File: src/rtl/chnl_pkg.sv
// ============================================================================
// Module : chnl_pkg
// Brief  : Shared width, type and depth constants for the 8-bit channel.
// Rev    : 1.0  initial release
// ============================================================================
`default_nettype none

package chnl_pkg;
   localparam int CHNL_DATA_W = 8;
   localparam int CHNL_DEPTH  = 32;
   typedef logic [CHNL_DATA_W-1:0] chnl_data_t;
endpackage

`default_nettype wire

File: src/rtl/chnl_sync_fifo.sv
// ============================================================================
// Module : chnl_sync_fifo
// Brief  : Single-clock first-word-fall-through FIFO with occupancy count.
// Rev    : 1.0  initial release
// ============================================================================
`default_nettype none

module chnl_sync_fifo
   import chnl_pkg::*;
#(
   parameter  int DATA_W = CHNL_DATA_W,
   parameter  int DEPTH  = CHNL_DEPTH,
   localparam int AW     = $clog2(DEPTH)
) (
   input  logic              clk,
   input  logic              rstn,
   input  logic              push,
   input  logic [DATA_W-1:0] wdata,
   input  logic              pop,
   output logic [DATA_W-1:0] rdata,
   output logic              full,
   output logic              empty,
   output logic [AW:0]       count
);

   localparam logic [AW:0] c_DEPTH = (AW+1)'(DEPTH);

   logic [DATA_W-1:0] r_mem [DEPTH];
   logic [AW-1:0]     r_wptr;
   logic [AW-1:0]     r_rptr;
   logic [AW:0]       r_count;

   always_ff @(posedge clk) begin
      if (!rstn) begin
         r_wptr  <= '0;
         r_rptr  <= '0;
         r_count <= '0;
      end else begin
         if (push) r_wptr <= r_wptr + 1'b1;
         if (pop)  r_rptr <= r_rptr + 1'b1;
         if (push && !pop)      r_count <= r_count + 1'b1;
         else if (pop && !push) r_count <= r_count - 1'b1;
      end
   end

   // Storage carries no reset; stale words are unreachable once the pointers clear.
   always_ff @(posedge clk) begin
      if (push) r_mem[r_wptr] <= wdata;
   end

   assign rdata = r_mem[r_rptr];
   assign full  = (r_count == c_DEPTH);
   assign empty = (r_count == '0);
   assign count = r_count;

   a_no_overflow  : assert property (@(posedge clk) disable iff (!rstn) !(push && full));
   a_no_underflow : assert property (@(posedge clk) disable iff (!rstn) !(pop && empty));
   a_ptr_count    : assert property (@(posedge clk) disable iff (!rstn)
                                     AW'(r_wptr - r_rptr) == r_count[AW-1:0]);

endmodule

`default_nettype wire

File: src/rtl/chnl_rx_node.sv
// ============================================================================
// Module : chnl_rx_node
// Brief  : Channel receive node: accepts valid/ready words into a FWFT buffer.
// Rev    : 1.0  initial release
// ============================================================================
`default_nettype none

module chnl_rx_node
   import chnl_pkg::*;
#(
   parameter  int DATA_W = CHNL_DATA_W,
   parameter  int DEPTH  = CHNL_DEPTH,
   parameter  int CNT_W  = 16,
   localparam int AW     = $clog2(DEPTH)
) (
   input  logic              clk,
   input  logic              rstn,
   input  logic              en,
   input  logic [DATA_W-1:0] ch_data,
   input  logic              ch_valid,
   output logic              ch_ready,
   output logic              rcv_vld,
   output logic [DATA_W-1:0] out_data,
   output logic              out_valid,
   input  logic              out_ready,
   output logic [AW:0]       margin,
   output logic [CNT_W-1:0]  acc_cnt
);

   localparam logic [AW:0] c_DEPTH = (AW+1)'(DEPTH);

   logic          w_push;
   logic          w_pop;
   logic          w_full;
   logic          w_empty;
   logic [AW:0]   w_count;
   logic [CNT_W-1:0] r_acc_cnt;

   // Ready depends only on registered state so there is no path from ch_valid.
   assign ch_ready  = rstn & en & ~w_full;
   assign w_push    = ch_valid & ch_ready;
   assign rcv_vld   = w_push;
   assign out_valid = ~w_empty;
   assign w_pop     = out_valid & out_ready;

   chnl_sync_fifo #(
      .DATA_W (DATA_W),
      .DEPTH  (DEPTH)
   ) u_fifo (
      .clk   (clk),
      .rstn  (rstn),
      .push  (w_push),
      .wdata (ch_data),
      .pop   (w_pop),
      .rdata (out_data),
      .full  (w_full),
      .empty (w_empty),
      .count (w_count)
   );

   always_ff @(posedge clk) begin
      if (!rstn)       r_acc_cnt <= '0;
      else if (w_push) r_acc_cnt <= r_acc_cnt + 1'b1;
   end

   assign acc_cnt = r_acc_cnt;
   assign margin  = c_DEPTH - w_count;

endmodule

`default_nettype wire

File: config.mk
export PLATFORM = sky130hd
export DESIGN_NAME = chnl_rx_node
export DESIGN_NICKNAME = d
export VERILOG_FILES = /design/src/rtl/chnl_pkg.sv /design/src/rtl/chnl_sync_fifo.sv /design/src/rtl/chnl_rx_node.sv
export SDC_FILE = /design/constraint.sdc
export NUM_CORES = 1
export LEC_CHECK = 0
export CAP_MARGIN = 20
export CORE_MARGIN = 5
export CORE_UTILIZATION = 55
export CTS_CLUSTER_SIZE = 24
export DETAILED_ROUTE_END_ITERATION = 12
export GPL_ROUTABILITY_DRIVEN = 0
export GPL_TIMING_DRIVEN = 0
export PLACE_DENSITY = 0.77
export REMOVE_ABC_BUFFERS = 1
export SYNTH_ARGS = -nofsm -noshare
export SYNTH_HDL_FRONTEND = slang
export SYNTH_SLANG_ARGS = --single-unit
File: constraint.sdc
create_clock -name clk -period 2.85 [get_ports clk]
set_clock_uncertainty 0.1 [all_clocks]
set_input_delay 0.285 -clock clk [delete_from_list [all_inputs] [get_ports clk]]
set_output_delay 0.285 -clock clk [all_outputs]
set_load 0.03 [all_outputs]
==> summary.txt <==
Yosys
  – Post-synthesis cell type count: 50
  – Mux cell area share after synthesis: 12.1%
  – Area share of xor/xnor cells in the synthesized design: 0.966%
  – Simple-Gate Fraction of Synth Area: 6.28%
  – Synth Flop Type: edfxtp_1
  – Yosys Warn Count: 0
  – Largest family of logic cells by synthesized area: multiplexers
  – Register area share after synthesis: 71.5%
  – Synth Cell Area: 0.0118 mm²
  – FF+latch count, synth: 293
  – Post-synthesis adder-cell area fraction: 1.44%
  – Compound-Gate Fraction of Synth Area: 5.69%
  – Ys async rst share: 0%
  – Synth Instances: 715
  – Syn Area/Cell: 16.5 µm²
  – Post-synth EDFFs: 256

Worst setup path
  – CP top delay family: compound AO/OA/AOI/OAI gates
  – RR Endpoint: u_fifo.count[5]$_SDFFE_PN0P_
  – CP endpoint: out_data[3]
  – Crit Path Class: flip-flop to output port
  – Critical path depth: 6
  – Critical-path cell list: buf_12 > mux4_2 > a22o_1 > a221oi_2 > nand3_2 > buf_6
  – RR Startpoint: u_fifo.count[1]$_SDFFE_PN0P_
  – Critical path buffer and inverter count: 2
  – Max stage delay on crit path: 0.52 ns
  – Critical path fanouts, max: 8
  – Crit path DAT: 2.51 ns
  – CP required: 2.47 ns
  – Register-to-Register Path Depth: 12
  – Startpoint types: flip-flop
  – Worst path slowest cell: mux4_2
  – FF-to-FF setup slack: 0.05 ns
  – Critical Path End Type: output port

Cells and area
  – Commonest non-fill, non-tap cell in the layout: edfxtp_1
  – Layout cells sized above 1: 23.2%
  – Filler cell count: 1,372
  – Synth-to-layout area growth: 20.4%
  – Commonest cells after routing, fill and taps aside: 256 x edfxtp_1, 71 x mux2i_1, 33 x dfxtp_1, 33 x clkdlybuf4s50_1
  – Layout Nets: 824
  – Fin area: 0.0142 mm²
  – Ant diodes: 0

Global routing
  – Largest net degree at the start of global routing: 33
  – Global-route wire length before repair: 38,300 µm
  – Vias in the first global route: 6,834
  – Gr ovfl total: 0
  – GR Util All Layers: 20.6%
  – Initial antenna violation count: 0

CTS
  – Post-CTS Hold Fix Bufs: 0
  – Clock root buffer master: clkbuf_16
  – CTS buffer count: 29
  – CTS tree: built
  – # clock sinks: 293
  – H-tree depth: 1
  – Clock-pin slew on the worst setup and hold paths: 0.06 ns
  – CTS max path bufs: 3
  – Worst-Skew Late Latency: 0.54 ns

Timing
  – Final Cycle Share: 102%
  – Sum of negative setup slack: -0.128 ns
  – Post-layout min period: 2.89 ns
  – Fin. max-slew vios: 0
  – RSZ-0062 raised after global routing: yes
  – Maximum clock rate: 345 MHz
  – Setup violators final: 7
  – Hold Vio Cnt, Final: 0
  – Worst Tran Pin Value: 0.957 ns
  – Slew HR: 36.0%
  – Final WS setup: -0.0447 ns

Routing
  – Wire per inst: 23.0 µm
  – Post-DRT Antenna Nets: 0
  – Detailed-route wire length: 25,100 µm
  – Initial DRC count: 467
  – DRC: 0
  – Via density: 6.01
  – DRT Pass-1 Iters: 6
  – Routed vias: 6,584

Pwr
  – P per Cell Area: 765 mW/mm²
  – Leak Pwr: 4.45 nW
  – Max IR drop VDD: 0.528 mV

Placement
  – Port bufs: 45
  – DP HPWL: 14,700 µm
  – Placement Cell Area: 0.0125 mm²

Run status
  – Status: finished, violations left
  – Failing checks: negative setup slack

Worst hold path
  – Hold Path Class: input pin to flip-flop

Floorplan
  – Die height: 156 µm
  – Starting density of the core: 55.9%
  – Full die area: 0.0245 mm²
  – Die Span X: 156 µm
  – Std-Cell Rows: 53
  – Core ar.: 0.0211 mm²
  – IO Pins: 46

Run
  – Max Cap Violations: 0
-- cell families (layout without fill, tap and decap cells) --
family | after synthesis | after routing
AND/OR/NAND/NOR | 150 | 150
XOR/XNOR | 13 | 13
multiplexers | 103 | 103
flip-flops | 293 | 293
adder cells (fa/ha/maj) | 13 | 13
buffers and inverters | 49 | 154
AO/OA/AOI/OAI | 94 | 94
-- metal layers --
metal	routed length, µm	vias to the layer above	global-route usage, %
met4	655	0	5.66
met3	1490	44	3.04
met5	0	-	0
li1	-	2992	-
met1	9630	3323	26.4
met2	13400	225	36.9
-- cell type report --
| class | count | area [µm²] | area share, % |
|---|---|---|---|
| sequential | 293 | 8440 | 59.5 |
| clock inverter | 16 | 160 | 1.13 |
| multi-input combinational | 373 | 3390 | 23.9 |
| clock buffer | 37 | 787 | 5.55 |
| inverter | 12 | 48.8 | 0.344 |
| tap | 275 | 344 | 2.43 |
| timing repair buffer | 89 | 1020 | 7.16 |
-- sequential cells by signal (all words and copies together) (netlist names), named ones only --
name           cells
acc_cnt           16
u_fifo.r_wptr      5
u_fifo.count       6
u_fifo.r_rptr      5
u_fifo.r_mem     256
-- cell usage after synthesis, drive strengths merged, types with 2 or more instances --
master,number,share of area (%)
and4,3,0.22
or3b,2,0.15
buf,22,1.1
a21oi,15,0.64
a211oi,4,0.25
xor2,2,0.15
a22oi,32,2.0
edfxtp,256,65
inv,11,0.35
nor4,2,0.11
mux4,32,6.1
nand4,7,0.37
or3,11,0.58
and2,2,0.11
a22o,8,0.59
a2111o,2,0.19
a221oi,8,0.59
nand3,32,1.4
nor2,53,1.7
ha,12,1.3
mux2i,71,6.0
o21a,4,0.25
nor4b,2,0.20
o31ai,2,0.13
xnor2,11,0.82
clkbuf,15,0.48
dfxtp,37,6.3
nor3,2,0.085
o21ai,12,0.51
nor2b,4,0.21
nand3b,3,0.19
nand2,22,0.70
-- metrics by stage --
step | total power, mW | cells | hold WS [ns] | utilization [%] | setup WS, ns
3_5_place_dp | 6.71 | 1003 | 0.382 | 59.2 | -1.41
3_3_place_gp | 6.64 | 998 | 0.375 | 58.8 | -3.39
4_1_cts | 10.7 | 1076 | 0.398 | 65.7 | -0.171
6_report | 10.9 | 1095 | 0.167 | 67.3 | -0.0447
5_1_grt | 11.3 | 1095 | 0.191 | 67.3 | -0.104
2_1_floorplan | 6.06 | 678 | 0.284 | - | -1.71
-- worst min-delay path by stage --
stage / start / to / cells past startpoint
after CTS: acc_cnt[15]$_SDFFE_PN0P_ / acc_cnt[15]$_SDFFE_PN0P_ / 2
after floorplan: ch_data[0] / u_fifo.r_mem[0][0]$_DFFE_PP_ / 0
after global routing: rstn / u_fifo.r_wptr[4]$_SDFFE_PN0P_ / 2
after detailed placement: acc_cnt[15]$_SDFFE_PN0P_ / acc_cnt[15]$_SDFFE_PN0P_ / 2
final: rstn / u_fifo.r_wptr[4]$_SDFFE_PN0P_ / 2
after global placement: acc_cnt[15]$_SDFFE_PN0P_ / acc_cnt[15]$_SDFFE_PN0P_ / 2
-- report_power, final --
part / internal (mW) / switching [mW]
clock network: 2.22 / 1.53
logic: 1.08 / 1.18
registers: 4.73 / 0.108
-- timing repair --
| action | 4_1_cts | 5_1_grt |
|---|---|---|
| pin swaps | 5 | 11 |
| buffers inserted | 18 | 12 |
| endpoints found under the setup margin | 220 | 202 |
| gates resized for setup | 104 | 28 |
| gates cloned | 2 | 0 |
(Power assumes the default switching activity.)
